### config.mk
export PLATFORM = sky130hd
export DESIGN_NAME = clock_time_ctrl_flat
export DESIGN_NICKNAME = d
export VERILOG_FILES = /design/src/rtl/clock_pkg.sv /design/src/rtl/clock_time_ctrl_if.sv /design/src/rtl/clock_time_ctrl_btn_repeat.sv /design/src/rtl/clock_time_ctrl.sv /design/src/flat_wrapper.sv
export SDC_FILE = /design/constraint.sdc
export NUM_CORES = 1
export LEC_CHECK = 0
export ABC_AREA = 1
export BUFFER_PORTS_ARGS = -buffer_cell sky130_fd_sc_hd__buf_4
export CAP_MARGIN = 20
export CELL_PAD_IN_SITES_DETAIL_PLACEMENT = 1
export CELL_PAD_IN_SITES_GLOBAL_PLACEMENT = 2
export CORE_MARGIN = 3
export CORE_UTILIZATION = 25
export CTS_BUF_LIST = sky130_fd_sc_hd__clkbuf_16
export CTS_CLUSTER_DIAMETER = 200
export DETAILED_ROUTE_END_ITERATION = 10
export PLACE_DENSITY = 0.68
export SETUP_SLACK_MARGIN = 0.4
export SYNTH_ARGS = -nofsm -noshare
export SYNTH_HDL_FRONTEND = slang
export SYNTH_HIERARCHICAL = 1
export SYNTH_SLANG_ARGS = --single-unit
### constraint.sdc
create_clock -name clk -period 3.7 [get_ports clk]
set_input_delay 0.74 -clock clk [delete_from_list [all_inputs] [get_ports clk]]
set_output_delay 0.74 -clock clk [all_outputs]
set_load 0.02 [all_outputs]
### src/rtl/clock_pkg.sv
// clock_pkg: shared button-FSM state type and tick constants for the clock sequencer
package clock_pkg;
   typedef enum logic [1:0] {IDLE, DEBOUNCE, HELD, REPEAT} btn_state_t;
   localparam int DEF_TICKS_PER_SEC      = 1000;
   localparam int DEF_DEBOUNCE_TICKS     = 20;
   localparam int DEF_REPEAT_DELAY_TICKS = 500;
   localparam int DEF_REPEAT_RATE_TICKS  = 200;
   function automatic int cmax(input int a, input int b);
      return a > b ? a : b;
   endfunction
   localparam int CNT_W = $clog2(cmax(cmax(DEF_TICKS_PER_SEC, DEF_DEBOUNCE_TICKS),
                                      cmax(DEF_REPEAT_DELAY_TICKS, DEF_REPEAT_RATE_TICKS)));
endpackage

### src/rtl/clock_time_ctrl_if.sv
// clock_time_ctrl_if: tick/button/terminal-count inputs and counter enables of the clock sequencer
interface clock_time_ctrl_if;
   logic tick_ms, adv_hr, adv_min, sec_max, min_max;
   logic enb_sec, enb_min, enb_hr, clr_sec, setting;
   modport master (output tick_ms, adv_hr, adv_min, sec_max, min_max,
                   input  enb_sec, enb_min, enb_hr, clr_sec, setting);
   modport slave  (input  tick_ms, adv_hr, adv_min, sec_max, min_max,
                   output enb_sec, enb_min, enb_hr, clr_sec, setting);
endinterface

### src/rtl/clock_time_ctrl_btn_repeat.sv
// btn_repeat: debounce plus delayed auto-repeat for one set button, counting tick_ms only
module btn_repeat
   import clock_pkg::*;
#(
   parameter int DEBOUNCE_TICKS     = DEF_DEBOUNCE_TICKS,
   parameter int REPEAT_DELAY_TICKS = DEF_REPEAT_DELAY_TICKS,
   parameter int REPEAT_RATE_TICKS  = DEF_REPEAT_RATE_TICKS
) (
   input  logic clk,
   input  logic rst,
   input  logic i_tick_ms,
   input  logic i_btn,
   output logic o_pulse,
   output logic o_active
);
   btn_state_t       r_state;
   logic [CNT_W-1:0] r_cnt;
   logic [CNT_W-1:0] w_lim;
   logic             w_hit;
   always_comb
      w_lim = r_state == DEBOUNCE ? CNT_W'(DEBOUNCE_TICKS - 1) :
              r_state == HELD     ? CNT_W'(REPEAT_DELAY_TICKS - 1) :
                                    CNT_W'(REPEAT_RATE_TICKS - 1);
   assign w_hit    = r_state != IDLE && i_btn && i_tick_ms && r_cnt == w_lim;
   assign o_pulse  = w_hit;
   assign o_active = r_state == HELD || r_state == REPEAT;
   // a low button in any state drops straight back to IDLE, including mid-debounce bounces
   always_ff @(posedge clk)
      if (rst || !i_btn) begin
         r_state <= IDLE;
         r_cnt   <= '0;
      end else if (r_state == IDLE) begin
         r_state <= DEBOUNCE;
         r_cnt   <= '0;
      end else if (w_hit) begin
         r_state <= r_state == DEBOUNCE ? HELD : REPEAT;
         r_cnt   <= '0;
      end else if (i_tick_ms)
         r_cnt <= r_cnt + 1'b1;
endmodule

### src/rtl/clock_time_ctrl.sv
// clock_time_ctrl: seconds prescaler, set-button sequencing and registered counter enables
module clock_time_ctrl
   import clock_pkg::*;
#(
   parameter int TICKS_PER_SEC      = DEF_TICKS_PER_SEC,
   parameter int DEBOUNCE_TICKS     = DEF_DEBOUNCE_TICKS,
   parameter int REPEAT_DELAY_TICKS = DEF_REPEAT_DELAY_TICKS,
   parameter int REPEAT_RATE_TICKS  = DEF_REPEAT_RATE_TICKS
) (
   input logic               clk,
   input logic               rst,
   clock_time_ctrl_if.slave  bus
);
   localparam int PW = $clog2(TICKS_PER_SEC);
   logic [PW-1:0] r_presc;
   logic r_enb_sec, r_enb_min, r_enb_hr, r_clr_sec;
   logic w_p_min, w_p_hr, w_act_min, w_act_hr, w_setting, w_sec_tick;
   btn_repeat #(.DEBOUNCE_TICKS(DEBOUNCE_TICKS), .REPEAT_DELAY_TICKS(REPEAT_DELAY_TICKS),
                .REPEAT_RATE_TICKS(REPEAT_RATE_TICKS)) u_min (
      .clk(clk), .rst(rst), .i_tick_ms(bus.tick_ms), .i_btn(bus.adv_min),
      .o_pulse(w_p_min), .o_active(w_act_min));
   btn_repeat #(.DEBOUNCE_TICKS(DEBOUNCE_TICKS), .REPEAT_DELAY_TICKS(REPEAT_DELAY_TICKS),
                .REPEAT_RATE_TICKS(REPEAT_RATE_TICKS)) u_hr (
      .clk(clk), .rst(rst), .i_tick_ms(bus.tick_ms), .i_btn(bus.adv_hr),
      .o_pulse(w_p_hr), .o_active(w_act_hr));
   assign w_setting  = w_act_min || w_act_hr;
   assign w_sec_tick = bus.tick_ms && !w_setting && r_presc == PW'(TICKS_PER_SEC - 1);
   // a minute set restarts the second so it counts from the set instant; clear beats increment
   always_ff @(posedge clk)
      if (rst) begin
         r_presc   <= '0;
         r_enb_sec <= 1'b0;
         r_enb_min <= 1'b0;
         r_enb_hr  <= 1'b0;
         r_clr_sec <= 1'b0;
      end else begin
         r_presc   <= (w_p_min || w_sec_tick) ? '0 :
                      (bus.tick_ms && !w_setting) ? r_presc + 1'b1 : r_presc;
         r_enb_sec <= w_sec_tick && !w_p_min;
         r_enb_min <= (w_sec_tick && bus.sec_max) || w_p_min;
         r_enb_hr  <= (w_sec_tick && bus.sec_max && bus.min_max) || w_p_hr;
         r_clr_sec <= w_p_min;
      end
   assign bus.enb_sec = r_enb_sec;
   assign bus.enb_min = r_enb_min;
   assign bus.enb_hr  = r_enb_hr;
   assign bus.clr_sec = r_clr_sec;
   assign bus.setting = w_setting;
endmodule

### src/flat_wrapper.sv
// flat-port wrapper written by rule: the top's interface ports become plain ports
module clock_time_ctrl_flat import clock_pkg::*;
#(
   parameter int TICKS_PER_SEC      = DEF_TICKS_PER_SEC,
   parameter int DEBOUNCE_TICKS     = DEF_DEBOUNCE_TICKS,
   parameter int REPEAT_DELAY_TICKS = DEF_REPEAT_DELAY_TICKS,
   parameter int REPEAT_RATE_TICKS  = DEF_REPEAT_RATE_TICKS
)
  (clk, rst, bus_tick_ms, bus_adv_hr, bus_adv_min, bus_sec_max, bus_min_max, bus_enb_sec, bus_enb_min, bus_enb_hr, bus_clr_sec, bus_setting);
  clock_time_ctrl_if bus_i ();
  input logic clk;
  input logic rst;
  input wire logic [$bits(bus_i.tick_ms)-1:0] bus_tick_ms;
  input wire logic [$bits(bus_i.adv_hr)-1:0] bus_adv_hr;
  input wire logic [$bits(bus_i.adv_min)-1:0] bus_adv_min;
  input wire logic [$bits(bus_i.sec_max)-1:0] bus_sec_max;
  input wire logic [$bits(bus_i.min_max)-1:0] bus_min_max;
  output wire logic [$bits(bus_i.enb_sec)-1:0] bus_enb_sec;
  output wire logic [$bits(bus_i.enb_min)-1:0] bus_enb_min;
  output wire logic [$bits(bus_i.enb_hr)-1:0] bus_enb_hr;
  output wire logic [$bits(bus_i.clr_sec)-1:0] bus_clr_sec;
  output wire logic [$bits(bus_i.setting)-1:0] bus_setting;
  assign bus_i.tick_ms = bus_tick_ms;
  assign bus_i.adv_hr = bus_adv_hr;
  assign bus_i.adv_min = bus_adv_min;
  assign bus_i.sec_max = bus_sec_max;
  assign bus_i.min_max = bus_min_max;
  assign bus_enb_sec = bus_i.enb_sec;
  assign bus_enb_min = bus_i.enb_min;
  assign bus_enb_hr = bus_i.enb_hr;
  assign bus_clr_sec = bus_i.clr_sec;
  assign bus_setting = bus_i.setting;
  clock_time_ctrl #(.TICKS_PER_SEC(TICKS_PER_SEC), .DEBOUNCE_TICKS(DEBOUNCE_TICKS), .REPEAT_DELAY_TICKS(REPEAT_DELAY_TICKS), .REPEAT_RATE_TICKS(REPEAT_RATE_TICKS)) u_core (.clk(clk), .rst(rst), .bus(bus_i));
endmodule
---- Yosys cells after proc, flatten, opt, wreduce, memory -nomap -nowiden ----
Cells that the tools add are included.
storage, ports and cells
  bits in latches ......................... 0
  bits of input ports ..................... 7
  memories ................................ 0
  bits in read-only memories .............. 0
  bits in registers ....................... 38
  bits in writable memories ............... 0
operators by class
  add/subtract/negate cells ............... 3
  multiplexer cells ....................... 10
  equal/unequal tests ..................... 9
  shift-type cells ........................ 0
  $lt $le $gt $ge ......................... 0
  multipliers ............................. 0
  reductions and logical operators ........ 34
  divide/modulo/power cells ............... 0
  bitwise gates (word level) .............. 0
operator list
  kind                                                 number
  2-to-1 mux 9 bit                                     4
  adder 10 x 1 -> 10 bit, second input constant        3
  equality test 10 x 9 -> 1 bit                        2
  logical AND 1 bit                                    11
  equality test 10 bit, second input constant          1
  equality test 2 bit, second input constant           4
  logical OR 1 bit                                     8
  nonzero test 2 bit                                   4
  2-to-1 mux 1 bit                                     6
  OR reduction 2 bit                                   3
  OR reduction 3 bit                                   2
  equality test 2 x 1 -> 1 bit, second input constant  2
  zero test 1 bit                                      4
  zero test 2 bit                                      2

---- Logic depth before layout (Yosys ltp) ----
  word-level depth ........................ 9
  gate-level depth with buffers ........... 13
  depth with buffers taken out ............ 13

---- Modules after synthesis ----
Netlist, hierarchy kept.
modules (own cells, without submodules)
  module           cells each  seq. area each (µm²)  instances  area each (µm²)
  btn_repeat       119         240.2                 2          779.5
  clock_time_ctrl  101         280.3                 1          738.2

---- Worst setup path after synthesis ----
OpenSTA, ideal clock, no wires.
  path type ............................... register to output
  from .................................... register u_core.u_hr.r_state[0]
  to ...................................... output port bus_setting
  path buffers ............................ 0
  data arrival time ....................... 1.264 ns
  data required time ...................... 2.960 ns
  cell stages (with the launch flop) ...... 6
  path slack .............................. 1.696 ns
  cells stage by stage .................... dfxtp_1 > inv_1 > ha_1 > or2_2 > nor2_4 > inv_1
between the ends
  word-level cells in the longest chain between the ends .. 3
  elaborated cells on any way between the ends .. 4
  classes of those cells .................. 2 x eq/ne; 2 x reduce/logical
ends and longest elaborated chain
  element                    line                              text
  from (decl)                clock_time_ctrl_btn_repeat.sv:16  btn_state_t r_state;
  from (signal assigned)     clock_time_ctrl_btn_repeat.sv:36  r_state <= r_state == DEBOUNCE ? HELD : REPEAT;
  equality test 2 bit        clock_time_ctrl_btn_repeat.sv:26  assign o_active = r_state == HELD || r_state == REPEAT;
  logical OR 1 bit (*)       clock_time_ctrl_btn_repeat.sv:26
  named net u_core.w_act_hr  clock_time_ctrl.sv:17             logic w_p_min, w_p_hr, w_act_min, w_act_hr, w_setting, w_sec_tick;
  logical OR 1 bit (*)       clock_time_ctrl.sv:26             assign w_setting = w_act_min || w_act_hr;
  to (decl)                  flat_wrapper.sv:22                output wire logic [$bits(bus_i.setting)-1:0] bus_setting;
The timed path passes the listed nets; every way through them passes the cells marked *.

---- Worst setup path after layout ----
Same ends and word-level chain as after synthesis.

==> results.py <==
metrics = {
    "run_status": {
        "status": "finished clean",
    },
    "clocking": {
        "ctsResizeCount": 0,
        "clock_sinks": 38,
        "cts-root-buf": "clkbuf_16",
        "clock_latency_ns": 0.28,
        "htreeDepth": 2,
        "holdBufCountCts": 0,
        "clk_pin_slew_ns": 0.06,
        "cts.path.max_buffers": 2,
        "post-cts-setup-buffer-count": 0,
        "cts_tree": "built",
        "numCtsBuffers": 5,
    },
    "final_layout": {
        "layout.nets": 377,
        "drive_above_1_share_pct": 13.7,
        "antenna_cells": 0,
        "regArea_um2": 761,
        "syn2layout_area_growth_pct": 16.7,
        "multi_input_area_um2": 1350,
        "final_util_pct": 30.4,
        "fill_cells": 1104,
    },
    "worst_setup_path": {
        "r2r_cells": 9,
        "crit_path_end_kind": "output pin",
        "worstPathMaxFanout": 4,
        "crit_start": "u_core/u_hr/r_state[0]",
        "cp-start-kind": "register",
        "endpoint": "bus_setting",
        "critPathRequiredTime_ns": 2.96,
        "r2r_slack_ns": 1.81,
        "critPathKind": "register to output pin",
        "reg2reg_to": "u_core/r_presc[3]",
        "timing.rr.start": "u_core/u_hr/r_state[0]",
        "arrival_ns": 1.74,
    },
    "drt": {
        "met2_length_um": 2370,
        "drt-initial-drc-count": 45,
        "dr.pass1.iters": 4,
        "drc_errors": 0,
        "avgRoutedWirePerCell_um": 11.3,
        "drt-met1-wl_um": 2740,
        "routed_wl_um": 5290,
        "ant_nets": 0,
        "top_layer": "met4",
        "wl_met3_um": 127,
        "via_per_inst": 4.28,
        "dr_total_vias": 1993,
    },
    "global_route": {
        "grt.total_usage_pct": 11.1,
        "grt_pass1_wl_um": 9170,
        "gr-total-overflow": 0,
        "grt_max_degree": 14,
        "grt_pass1_vias": 1940,
        "antenna_found_initial": 0,
    },
    "timing": {
        "rsz0062_at_grt": "false",
        "hold_viol_final": 0,
        "worst_slew_pin_slew_ns": 0.249,
        "tns_ns": 0,
        "fin_ws_ns": 1.22,
        "fin_crit_sh_pct": 67.0,
        "setup_viol": 0,
        "clock_skew_ns": 0.00507,
        "maxSlewViolCount": 0,
        "layout_min_cycle_time_ns": 2.48,
        "fmax_mhz": 403,
        "maxSlewHeadroom_pct": 83.4,
    },
    "power_and_ir_drop": {
        "power_leakage_nw": 1.13,
        "peakVddDrop_v": 0.000140,
        "p_per_area_nw_per_um2": 363,
    },
    "yosys": {
        "synth_top_flop_cell": "dfxtp_1",
        "synthTopCellsByArea": "dfxtp_1 33%, nand2_1 14%, nor2_1 11%, inv_1 8.0%, ha_1 7.1%",
        "synth-edff-count": 0,
        "synth_area_um2": 2300,
        "yosysWarnings": 6,
        "yosys-top-cells-count": "85 x nand2_1, 67 x nor2_1, 49 x inv_1",
        "yosysTopAreaCellShare_pct": 33.1,
        "syn_area_per_cell_um2": 6.78,
        "synthCells": 339,
        "ys_types": 22,
        "synth_top_area_cell": "dfxtp_1",
        "syn_nets": 359,
        "synth-seq-cells": 38,
        "synth_most_common_cell": "nand2_1",
        "yosysSeqAreaShare_pct": 33.1,
        "async_flop_share_pct": 0,
    },
    "run": {
        "drv_cap": 0,
    },
    "floorplanning": {
        "initial_core_util_pct": 26.1,
        "die_y_um": 102,
        "coreArea_um2": 8810,
        "pin_count": 12,
        "die-width_um": 102,
        "rows": 34,
        "dieArea_um2": 10400,
    },
    "place": {
        "place_hpwl_um": 4260,
        "place_ws_ns": 1.49,
        "port_buffers": 11,
        "place_congestion": 0.744,
    },
    "worst_hold_path": {
        "hp-class": "register to register",
    },
}
==> registers in the layout, summed over array words and instances (netlist names) <==
signal and cells:
u_core/u_min/r_cnt 10, u_core/u_hr/r_state 2, u_core/bus.enb_min 1, u_core/u_min/r_state 2, u_core/r_presc 10, u_core/bus.enb_hr 1, u_core/bus.clr_sec 1, u_core/u_hr/r_cnt 10
u_core/bus.enb_sec 1
==> layer usage <==
layer,up-vias,GRT usage [%]
li1,1068,-
met1,907,15.5
met2,14,17.3
met3,4,2.32
met4,0,3.63
met5,-,0
==> report_power, final <==
group          switching (W)  internal, W
Combinational      0.0000428    0.0000256
Sequential        0.00000568     0.000414
Clock               0.000169     0.000315
==> worst max-delay path, stage by stage (launching register included) <==
cell and delay [ns]:
dfxtp_1 0.39, inv_1 0.10, ha_1 0.25, or2_2 0.31, nor2_4 0.20, inv_1 0.06, buf_4 0.15
==> cell usage in the layout (no fill, tap or decap), types with 6 or more instances in the layout <==
master   count
a21oi_1     13
buf_4       11
dfxtp_1     38
ha_1        13
inv_1       49
nand2_1     85
nand2_2      6
nand3_1     11
nor2_1      67
nor2_2       7
nor2_4       7
o21ai_0      8
xor2_1      11
==> kinds of logic (layout without fill, tap and decap cells) <==
group,count (synthesis),in the layout,synth area share (%)
mux,2,2,0.871
flops,38,38,33.1
xor+xnor,13,13,4.96
simple gates,201,201,40.9
buf+inv,50,69,8.17
fa+ha+maj,13,13,7.08
compound gates,22,22,4.96
==> cell type report <==
type                            instances  area share, %
Inverter                               50           7.00
Sequential cell                        38           28.4
Timing Repair Buffer                   11           3.08
Clock buffer                            5           4.67
Multi-Input combinational cell        251           50.3
Tap cell                              108           5.04
Clock inverter                          3           1.49
==> per-stage QoR <==
stage                     total power (W)  hold slack [ns]  cells  instance area [um^2]
after global routing              0.00102            0.538    466                  2680
after global placement           0.000498            0.486    458                  2510
after CTS                        0.000996            0.508    466                  2680
after floorplan                  0.000474            0.468    339                  2300
final                            0.000973            0.500    466                  2680
after detailed placement         0.000499            0.499    458                  2510
==> worst min path at each step <==
stage | slack [ns] | from | end | depth (start not counted)
final | 0.50 | u_core/r_presc[1] | u_core/r_presc[1] | 2
after global routing | 0.54 | u_core/r_presc[1] | u_core/r_presc[1] | 2
after CTS | 0.51 | u_core/r_presc[1] | u_core/r_presc[1] | 2
after detailed placement | 0.50 | u_core/r_presc[1] | u_core/r_presc[1] | 2
after global placement | 0.49 | u_core/r_presc[1] | u_core/r_presc[1] | 2
after floorplan | 0.47 | u_core/r_presc[1] | u_core/r_presc[1] | 2
Power figures use the tool's default switching activity.
